$ cat config.mk
export PLATFORM = sky130hd
export DESIGN_NAME = jk_bank_arbiter
export DESIGN_NICKNAME = d
export VERILOG_FILES = /design/src/rtl/jk_arb_pkg.sv /design/src/rtl/jk_cell.sv /design/src/rtl/jk_bank_arbiter.sv
export SDC_FILE = /design/constraint.sdc
export NUM_CORES = 1
export LEC_CHECK = 0
export ABC_AREA = 1
export ABC_CLOCK_PERIOD_IN_PS = 4800
export CAP_MARGIN = 20
export CORE_MARGIN = 2
export CORE_UTILIZATION = 40
export CTS_BUF_LIST = sky130_fd_sc_hd__clkbuf_16
export CTS_CLUSTER_DIAMETER = 60
export DETAILED_ROUTE_END_ITERATION = 16
export GPL_TIMING_DRIVEN = 0
export PLACE_DENSITY = 0.8
export RECOVER_POWER = 50
export SKIP_LAST_GASP = 1
export SLEW_MARGIN = 25
export SYNTH_ARGS = -nofsm -noshare
export SYNTH_HDL_FRONTEND = slang
export SYNTH_HIERARCHICAL = 1
export SYNTH_SLANG_ARGS = --single-unit
$ cat constraint.sdc
create_clock -name clk -period 4.8 [get_ports clk]
set_input_delay 0.72 -clock clk [delete_from_list [all_inputs] [get_ports clk]]
set_output_delay 0.72 -clock clk [all_outputs]
set_load 0.05 [all_outputs]
$ cat src/rtl/jk_arb_pkg.sv
// Shared encodings for the JK bank arbiter: JK command opcodes and the statistics counter width.
package jk_arb_pkg;

    typedef enum logic [1:0] {
        JK_HOLD = 2'b00,
        JK_RST  = 2'b01,
        JK_SET  = 2'b10,
        JK_TOG  = 2'b11
    } jk_op_e;

    localparam int STAT_W = 16;

endpackage

$ cat src/rtl/jk_cell.sv
// Single JK flip-flop with synchronous active-high reset and an update enable.
module jk_cell
    import jk_arb_pkg::*;
(
    input  logic clk,
    input  logic reset,
    input  logic en,
    input  logic j,
    input  logic k,
    output logic q
);

    always_ff @(posedge clk) begin
        if (reset) begin
            q <= 1'b0;
        end else if (en) begin
            case (jk_op_e'({j, k}))
                JK_HOLD: q <= q;
                JK_RST:  q <= 1'b0;
                JK_SET:  q <= 1'b1;
                JK_TOG:  q <= ~q;
            endcase
        end
    end

endmodule

$ cat src/rtl/jk_bank_arbiter.sv
// Round-robin arbiter sharing a bank of NUM_FF JK flops between NUM_REQ requesters.
// Optional per-requester grant counters are enabled by defining JK_ARB_STATS_EN.
module jk_bank_arbiter
    import jk_arb_pkg::*;
#(
    parameter int NUM_REQ = 4,
    parameter int NUM_FF  = 8,
    parameter int IDX_W   = 3,
    parameter int ID_W    = 2
) (
    input  logic                     clk,
    input  logic                     reset,
    input  logic [NUM_REQ-1:0]       req_valid,
    input  logic [2*NUM_REQ-1:0]     req_jk,
    input  logic [IDX_W*NUM_REQ-1:0] req_idx,
    output logic [NUM_REQ-1:0]       req_ready,
    output logic [NUM_FF-1:0]        q,
    output logic [NUM_FF-1:0]        qn,
    output logic                     gnt_valid,
    output logic [ID_W-1:0]          gnt_id,
    output logic                     busy
`ifdef JK_ARB_STATS_EN
   ,output logic [STAT_W*NUM_REQ-1:0] grant_cnt
`endif
);

    logic [ID_W-1:0]  rr_ptr;
    logic [ID_W-1:0]  cand;
    logic             found;
    logic [ID_W-1:0]  gnt_sel;
    logic [1:0]       gnt_jk;
    logic [IDX_W-1:0] gnt_idx;
    logic             transfer;

    // Handshake: requester i transfers its command on a clk edge where
    // req_valid[i] & req_ready[i]; ready never depends on the command payload.
    always_comb begin
        req_ready = '0;
        cand      = rr_ptr;
        found     = 1'b0;
        for (int k = 0; k < NUM_REQ; k++) begin
            if (!found && req_valid[cand]) begin
                req_ready[cand] = 1'b1;
                found           = 1'b1;
            end
            cand = (cand == ID_W'(NUM_REQ - 1)) ? '0 : cand + 1'b1;
        end
        if (reset) begin
            req_ready = '0;
        end
    end

    // Steer the granted requester's command onto the shared bank bus.
    always_comb begin
        gnt_sel = '0;
        gnt_jk  = JK_HOLD;
        gnt_idx = '0;
        for (int i = 0; i < NUM_REQ; i++) begin
            if (req_ready[i]) begin
                gnt_sel = ID_W'(i);
                gnt_jk  = req_jk[2*i +: 2];
                gnt_idx = req_idx[IDX_W*i +: IDX_W];
            end
        end
    end

    assign transfer = |(req_valid & req_ready);
    assign busy     = |req_valid;
    assign qn       = ~q;

    always_ff @(posedge clk) begin
        if (reset) begin
            rr_ptr    <= '0;
            gnt_valid <= 1'b0;
            gnt_id    <= '0;
        end else begin
            gnt_valid <= transfer;
            if (transfer) begin
                gnt_id <= gnt_sel;
                rr_ptr <= (gnt_sel == ID_W'(NUM_REQ - 1)) ? '0 : gnt_sel + 1'b1;
            end
        end
    end

    // An index beyond the bank matches no cell, so the grant is consumed with no effect.
    for (genvar n = 0; n < NUM_FF; n++) begin : g_cell
        jk_cell u_cell (
            .clk   (clk),
            .reset (reset),
            .en    (transfer && (gnt_idx == IDX_W'(n))),
            .j     (gnt_jk[1]),
            .k     (gnt_jk[0]),
            .q     (q[n])
        );
    end

`ifdef JK_ARB_STATS_EN
    for (genvar r = 0; r < NUM_REQ; r++) begin : g_stat
        logic [STAT_W-1:0] cnt;

        always_ff @(posedge clk) begin
            if (reset) begin
                cnt <= '0;
            end else if (transfer && (gnt_sel == ID_W'(r)) && (cnt != '1)) begin
                cnt <= cnt + 1'b1;
            end
        end

        assign grant_cnt[STAT_W*r +: STAT_W] = cnt;
    end
`endif

endmodule

==> impl_metrics.yaml <==
outcome:
  outcome: "finished, final reports clean"
sta:
  max_slew_margin_pct: 61.50
  timing.final.crit_share_pct: 83.89
  setup_violations: 0
  max_freq_mhz: 248.3
  skew_ns: 0.001149
  rsz0062_at_grt: "no"
  min_period_ns: 4.027
  tns_ns: 0
  finalHoldViolCount: 0
  worst_slew_pin_slew_ns: 0.5757
  whs_ns: 0.4872
  slew_violations: 0
clock_tree:
  clk_latency_ns: 0.24
  root_buffer: "clkbuf_16"
  htreeDepth: 1
  cts.sinks: 13
  cts_buffers: 3
  clk_pin_slew_ns: 0.05
  postCtsSetupBuffers: 0
  ctsResizeCount: 0
  hold_buffers: 0
  cts_tree: "built"
  clockBufferDepth: 2
placement:
  port_buffers: 49
  dp_hpwl_mm: 3.075
  globalplace.congestion: 0.8892
hold_path:
  min_path_cells: 2
  hold_path.class: "reg2reg"
synthesis:
  synth_compound_area_share_pct: 8.918
  synth_mux_area_share_pct: 0
  synth-xor-area-share_pct: 0
  synth_fa_ha_area_share_pct: 5.195
  yosys.area.top_type_share_pct: 18.01
  synthCells: 238
  yosysWarnings: 6
  synth_nets: 270
  yosysTopAreaCell: "dfxtp_1"
  synth_cell_types: 25
  synthTopCellsByArea: "dfxtp_1 (18%), nand2_1 (15%), nand3_1 (13%)"
  syn_area_sq_um: 1445
  synth.avg_cell_area_sq_um: 6.072
  synth_top_family_by_area: "simple AND/OR/NAND/NOR gates"
  yosys_register_bits: 13
  yosysSeqAreaShare_pct: 18.01
  synthSimpleGateAreaFrac_pct: 56.71
detailed_routing:
  vias_per_cell: 4.923
  drt-initial-drc-count: 131
  detail_route.wl_per_cell_microns: 11.77
  vias: 1659
  drc_errors: 0
  detail_route.first_pass.iterations: 4
  ant_nets: 0
  finalWirelength_mm: 3.967
power_and_ir_drop:
  cellLeakagePower_nw: 0.9861
  intPower_mw: 0.5045
  ir_drop_mv: 0.3715
  pwr-share-clk_pct: 13.5
  seqPwrFrac_pct: 12.7
  powerDensity_nw_per_um2: 563.0
  p_sw_share_pct: 56.76
  p_comb_share_pct: 73.8
  netSwitchingPower_mw: 0.6621
job:
  maxCapViolations: 0
die:
  dieArea_sq_um: 4109
  chipWidth_microns: 64.11
  num_rows: 21
  pin_count: 50
  core_sq_um: 3416
  initial_utilization_pct: 42.31
  die_y_microns: 64.11
critical_path:
  arrival_ns: 3.31
  cp-end-kind: "primary output"
  worstPathRequired_ns: 4.08
  setup.worst_path.class: "reg2out"
  startpoint_type: "flop"
  path_max_fanout: 8
  reg2reg_depth: 15
global_routing:
  grt_max_degree: 14
  grt_overflow: 0
  grt_pass1_wl_mm: 6.741
  antenna_found_initial: 0
  grt_pass1_vias: 1473
  grt_usage_pct: 19.81
cells_and_area:
  antennaDiodeCount: 0
  area_growth_pct: 43.38
  fin_nets: 324
  layout-drive-gt1-share_pct: 16.15
  fill_cells: 328
## critical path, stage by stage, from the launching register on
cell	delay [ns]
dfxtp_1	0.50
inv_2	0.13
ha_1	0.41
inv_2	0.14
nand2_1	0.07
nand3_1	0.09
nand2_2	0.11
nor2_2	0.21
nand3_1	0.13
a31oi_1	0.39
clkdlybuf4s50_1	0.88
## cell usage in the layout (no fill, tap or decap), types with 5 or more instances in the layout
| cell type | synthesis | routed |
|---|---|---|
| a21oi_1 | 13 | 13 |
| clkdlybuf4s50_1 | 0 | 31 |
| dfxtp_1 | 13 | 13 |
| dlygate4sd3_1 | 0 | 18 |
| ha_1 | 6 | 6 |
| inv_1 | 29 | 30 |
| inv_2 | 5 | 5 |
| nand2_1 | 59 | 59 |
| nand2_2 | 14 | 14 |
| nand3_1 | 38 | 38 |
| nand3_2 | 8 | 8 |
| nor2_1 | 26 | 26 |
## final cells by class
type / count / area (sq um) / area share, %
Clock inverter: 1 / 3.754 / 0.1812
Tap cell: 46 / 57.56 / 2.778
Buffer: 1 / 7.507 / 0.3623
Clock buffer: 3 / 75.07 / 3.623
Sequential cell: 13 / 260.3 / 12.56
Multi-Input combinational cell: 185 / 1023 / 49.40
Timing Repair Buffer: 49 / 490.5 / 23.67
Inverter: 39 / 153.9 / 7.428
## power by group through the flow
stage | Clock [mW] | Sequential [mW] | Combinational [mW]
after floorplan | 0 | 0.193 | 0.613
after global placement | 0 | 0.150 | 0.848
after detailed placement | 0 | 0.150 | 0.856
after CTS | 0.159 | 0.149 | 0.862
after global routing | 0.165 | 0.151 | 0.945
final | 0.157 | 0.148 | 0.861
## routing by layer
layer	part of all wire [%]	up-vias	wire, microns	GRT usage, %
li1	-	866	-	-
met1	49	740	1952	29.23
met2	44	51	1747	30.60
met3	6.2	2	245	3.345
met4	0.55	0	22	3.191
met5	0	-	0	0
## metrics by stage
step / worst slack (ns) / cell area, sq um / std cells / power [mW] / util (%)
floorplan: 1.553 / 1445 / 238 / 0.8059 / -
global placement: 0.9006 / 1993 / 333 / 0.9975 / 58.35
detailed placement: 0.8905 / 1993 / 333 / 1.006 / 58.35
CTS: 0.8031 / 2072 / 337 / 1.170 / 60.66
global route: 0.5526 / 2072 / 337 / 1.261 / 60.66
finish: 0.7731 / 2072 / 337 / 1.167 / 60.66
## state kept, by name, summed over array words and instances, names as in the netlist
register,count
rr_ptr,2
gnt_id,2
g_cell.u_cell/q,8
gnt_valid,1
## synth_stat cells
cell,count
nand3_2,8
a21oi_4,1
nand2_2,14
inv_1,29
o21ai_1,1
nand2_1,59
nand3_1,38
nand4_1,3
nor2_1,26
nand3_4,1
nor3_1,1
nand2_4,4
inv_2,5
a31oi_1,1
clkinv_1,2
dfxtp_1,13
nor2_8,1
nor2_2,4
inv_4,3
clkbuf_4,1
a22o_1,2
a21oi_1,13
ha_1,6
a21boi_4,1
nor2_4,1
## path summary, 6_finish.rpt
check	slack, ns	to	start
setup / recovery	0.77	req_ready[0]	rr_ptr[0]$_SDFFE_PP0P_
setup reg to reg	1.72	g_cell[5].u_cell/q$_SDFFE_PP0P_	rr_ptr[0]$_SDFFE_PP0P_
hold / removal	0.49	gnt_id[0]$_SDFFE_PP0P_	gnt_id[0]$_SDFFE_PP0P_
hold reg to reg	0.49	gnt_id[0]$_SDFFE_PP0P_	gnt_id[0]$_SDFFE_PP0P_
## cell families after synthesis
group | count (synthesis)
flops | 13
simple gates | 160
compound gates | 19
fa+ha+maj | 6
buf+inv | 40
Note: power is estimated with default switching activity, not from simulation.
==> RTL edit 1, RTL diff (same settings) <==
`IDX_W`: 3 -> 2.
--- a/src/rtl/jk_bank_arbiter.sv
+++ b/src/rtl/jk_bank_arbiter.sv
@@ -6,5 +6,5 @@
     parameter int NUM_REQ = 4,
     parameter int NUM_FF  = 8,
-    parameter int IDX_W   = 3,
+    parameter int IDX_W   = 2,
     parameter int ID_W    = 2
 ) (
Interface: changed (resized req_idx); port bits go from 50 to 46. No check against the original RTL was run, so the function may have changed too.
==> RTL edit 1 against the original RTL <==
- power fell by 21%
- non-clock buffer count fell by 4
- worst setup slack improved by 0.16 ns
- routed wire length fell by 18%
- cell area fell by 8.3%
- synthesized cell count fell by 7.1%
- count of clock-buffer cells in the layout did not move
- fmax rose by 4.2%
- synthesized area fell by 9.0%
- sequential cell count did not move
- global-route usage fell by 1.9 points
==> RTL edit 1: results (changes against the original RTL) <==
Outcome
  – Status: finished, final reports clean

Global routing
  – Tot GR Track Use: 0.179 (-0.0191)
  – Largest net degree at the start of global routing: 11 (-3)
  – First-pass GRT wire length: 5160 um (-23%)
  – Vias in the first global route: 1,186 (-19%)

Power
  – Peak supply drop: 271 uV (-27%)
  – Leak pwr: 0.917 nW (-7.1%)

Drt
  – Via count: 1,511 (-8.9%)
  – DRT iter0 DRCs: 95 (-27%)
  – Routed wire per std cell: 10.4 um (-12%)

Synth
  – Adder-Cell Fraction of Synth Area: 0.0571 (+0.00514)
  – Mapped Cells: 221 (-7.1%)
  – Mapped Nets: 249 (-7.8%)
  – Synth Area in Compound Gates: 0.0799 (-0.00925)
  – Cell variety after synth: 23 (-8.0%)

Timing
  – Clock Skew: 0.00237 ns (+0.00122 ns)
  – Hold Slack: 0.490 ns (+0.00290 ns)
  – Slew headroom: 0.652 (+0.0367)

Hold path
  – Hold_sp: gnt_id[1]$_SDFFE_PP0P_
  – Hold Crit Endpoint: gnt_id[1]$_SDFFE_PP0P_

Layout
  – Share of layout cells above drive strength 1: 0.122 (-0.0393)
  – Fin nets: 299 (-7.7%)

Critical path
  – Reg2reg end: g_cell[3].u_cell/q$_SDFFE_PP0P_
  – Largest stage delay, worst path: 0.81 ns (-0.07 ns)
  – Critical path arrival: 3.14 ns (-0.17 ns)

Placement
  – HPWL after DPL: 2650 um (-14%)
  – Placed insts: 310 (-6.9%)
  – Count of buffers from port buffering: 45 (-8.2%)
[RTL edit 1: final cells by class]
cell class | instances | area [um^2]
inverter | 42 | 160
clock inverter | 1 | 5.00
fill | 287 | 1180
timing repair buffer | 45 | 450
multi-input combinational | 165 | 891
sequential | 13 | 260
tap | 44 | 55.1
buffer | 1 | 3.75
clock buffer | 3 | 75.1
[RTL edit 1: through the flow]
step,area (um^2),setup slack [ns]
global placement,1820,1.02
detailed placement,1820,1.02
global route,1900,0.677
floorplan,1320,2.04
CTS,1900,0.948
finish,1900,0.935
[RTL edit 1: power by group]
part | switching [mW] | leakage, nW | internal, mW | total (mW)
logic | 0.425 | 0.770 | 0.195 | 0.620
registers | 0.0186 | 0.106 | 0.128 | 0.147
clock network | 0.0473 | 0.0409 | 0.111 | 0.158
total | 0.491 | 0.917 | 0.434 | 0.925
[RTL edit 1: how the worst max path moves through the flow]
stage / from / endpoint / cells after the start
floorplan: rr_ptr[0]$_SDFFE_PP0P_ / g_cell[0].u_cell/q$_SDFFE_PP0P_ / 19
global placement: req_valid[1] / req_ready[1] / 11
detailed placement: req_valid[3] / req_ready[3] / 12
CTS: rr_ptr[0]$_SDFFE_PP0P_ / req_ready[3] / 13
global route: rr_ptr[0]$_SDFFE_PP0P_ / req_ready[1] / 13
finish: rr_ptr[0]$_SDFFE_PP0P_ / req_ready[1] / 13
[RTL edit 1: per-layer routing]
| metal | wire length (um) | share of wire | track usage | vias to the layer above |
|---|---|---|---|---|
| met3 | 176 | 0.054 | 0.0231 | 5 |
| met4 | 50 | 0.015 | 0.0729 | 0 |
| met2 | 1490 | 0.46 | 0.280 | 40 |
| met5 | 0 | 0 | 0 | - |
| met1 | 1550 | 0.47 | 0.249 | 666 |
| li1 | - | - | - | 800 |
[RTL edit 1: logic make-up after synthesis]
| kind of cell | Yosys count |
|---|---|
| flip-flops | 13 |
| adder cells (fa/ha/maj) | 6 |
| buffers and inverters | 43 |
| AND/OR/NAND/NOR | 141 |
| AO/OA/AOI/OAI | 18 |
[RTL edit 1: worst reg2reg max path, cell delays in order, from the launching register on]
cell and delay (ns):
dfxtp_1 0.49, inv_2 0.12, ha_1 0.44, inv_2 0.10, nand2_1 0.06, nand3_1 0.07
nand2_1 0.11, nand2_1 0.07, nor2_2 0.15, nand3_1 0.13, nand3_2 0.15, nand2_1 0.09
inv_1 0.11, nand2_1 0.06, nand3_1 0.07, nand3_1 0.07, nand2_1 0.22, nand3_1 0.13
nand2_1 0.07, nor2_1 0.03
==> RTL edit 2, RTL diff (same settings) <==
Made on the original files. The option `JK_ARB_STATS_EN` is turned on by a define.
--- a/src/rtl/jk_bank_arbiter.sv
+++ b/src/rtl/jk_bank_arbiter.sv
@@ -1,4 +1,6 @@
 // Round-robin arbiter sharing a bank of NUM_FF JK flops between NUM_REQ requesters.
 // Optional per-requester grant counters are enabled by defining JK_ARB_STATS_EN.
+`define JK_ARB_STATS_EN
+
 module jk_bank_arbiter
     import jk_arb_pkg::*;
Behaviour (old outputs only; new: grant_cnt): unchanged (Yosys induction, for registers that start in step).
==> RTL edit 2 against the original RTL <==
- sequential cell count is 64 higher
- critical path type unchanged
- synthesized area grew to 3.5 times the old value
- power is 150% higher
- core utilization is 5.8 points lower
- highest routed layer unchanged
- via count grew to 3.3 times the old value
- worst setup slack worse by 0.39 ns
- largest power group unchanged
- cell area grew to 3.2 times the old value
- routed wire length grew to 3.5 times the old value
==> RTL edit 2: results (changes against the original RTL) <==
Global routing
  – Tot GR Track Use: 0.210 (+0.0123)
  – Largest net degree at the start of global routing: 13 (-1)
  – Vias in the first global route: 4,867 (+230%)
  – First-pass GRT wire length: 23,000 um (+240%)

Power
  – Leak pwr: 2.70 nW (+170%)
  – Peak supply drop: 216 uV (-42%)

Critical path
  – Critical path arrival: 3.70 ns (+0.39 ns)
  – Reg2reg end: g_stat[1].cnt[5]$_SDFFE_PP0P_
  – R2R cell count: 17 (+2)
  – Slowest-stage cell, CP: clkdlybuf4s50_1
  – Largest stage delay, worst path: 0.83 ns (-0.05 ns)
  – Setup crit end: req_ready[3]
  – Max Fanout on Critical Path: 10 (+2)
  – Setup slack, reg-to-reg: 0.87 ns (-0.85 ns)

Layout
  – Core Util, Final: 0.549 (-0.0579)
  – Sequential cell area share: 0.231 (+0.105)
  – Multi-input comb cells: 573 (+210%)
  – Non-clock buffer count in the final layout: 143 (+190%)
  – Share of layout cells above drive strength 1: 0.0515 (-0.110)
  – Inverters: 86 (+120%)
  – Clock-cell share of area: 0.0458 (+0.00771)
  – Buffering overhead: 0.199 (-0.0418)
  – Regs by FF count: g_stat.cnt (64), g_cell.u_cell/q (8)
  – Fraction of area in multi-input gates: 0.444 (-0.0496)
  – Fillcell total: 1,163 (+250%)

Drt
  – Routed wire per std cell: 13.2 um (+13%)
  – Via count: 5,434 (+230%)
  – Pre-antenna DRT Iters: 5 (+1)
  – DRT iter0 DRCs: 387 (+200%)
  – Vias per cell: 5.12 (+3.9%)

Placement
  – Area after DPL: 6370 um^2 (+220%)
  – Placed insts: 1,047 (+210%)
  – HPWL after DPL: 10,400 um (+240%)
  – Count of buffers from port buffering: 113 (+130%)
  – Pre-CTS WS: 0.596 ns (-0.295 ns)
  – Placer Congestion: 0.922 (+3.7%)

Synth
  – Top cells by area, synth: dfxtp_1 31%, nand2_1 14%, nand3_1 9.2%
  – Cell variety after synth: 29 (+16%)
  – Commonest cells post-synth: 191 x nand2_1, 92 x nand3_1, 82 x inv_1, 77 x dfxtp_1, 70 x a21oi_1
  – Synth Area in Compound Gates: 0.0881 (-0.00105)
  – Mapped Cells: 766 (+220%)
  – Post-Syn Area per Cell: 6.56 um^2 (+8.1%)
  – Xor/xnor share of the synthesized area: 0.0941 (+0.0941)
  – Sequential share of the synthesized area: 0.307 (+0.127)
  – Mapped Nets: 805 (+200%)
  – Adder-Cell Fraction of Synth Area: 0.0324 (-0.0196)

Timing
  – Clock Skew: 0.00644 ns (+0.00529 ns)
  – Hold Slack: 0.478 ns (-0.00904 ns)
  – Final cycle utilization of the critical path: 0.920 (+0.0810)
  – Worst Max-Slew Pin Slew: 0.954 ns (+0.379 ns)

Outcome
  – Status: finished, final reports clean

CTS
  – Cts bufs inserted: 9 (+6)
  – Worst-Skew Late Latency: 0.34 ns (+0.10 ns)
  – H-Tree Depth: 3 (+2)
  – # clock sinks: 77 (+64)

Hold path
  – Hold_sp: g_stat[2].cnt[5]$_SDFFE_PP0P_
-- RTL edit 2: changes by cell type after synthesis, sizes merged, moves of 14 or more --
cell | unedited run | this run
nor2 | 32 | 65
xnor2 | 0 | 23
inv | 37 | 86
nand3 | 47 | 97
xor2 | 0 | 31
o21ai | 1 | 15
buf | 0 | 17
dfxtp | 13 | 77
a21oi | 14 | 70
nand2 | 77 | 196
nor3 | 1 | 22
nand4 | 3 | 34
-- RTL edit 2: cells by family after synthesis --
| group | after synthesis |
|---|---|
| simple gates | 419 |
| buf+inv | 116 |
| compound gates | 87 |
| flops | 77 |
| xor+xnor | 54 |
| fa+ha+maj | 13 |
-- RTL edit 2: power breakdown --
group	switching (mW)	total [mW]	internal (mW)
Combinational	1.01	1.45	0.445
Clock	0.267	0.715	0.448
Sequential	0.0413	0.719	0.678
Total	1.32	2.89	1.57
-- RTL edit 2: metal layers --
metal	wire length, um	GRT usage
met1	6450	0.275
met2	6540	0.349
met5	0	0
met3	805	0.0317
met4	267	0.0873
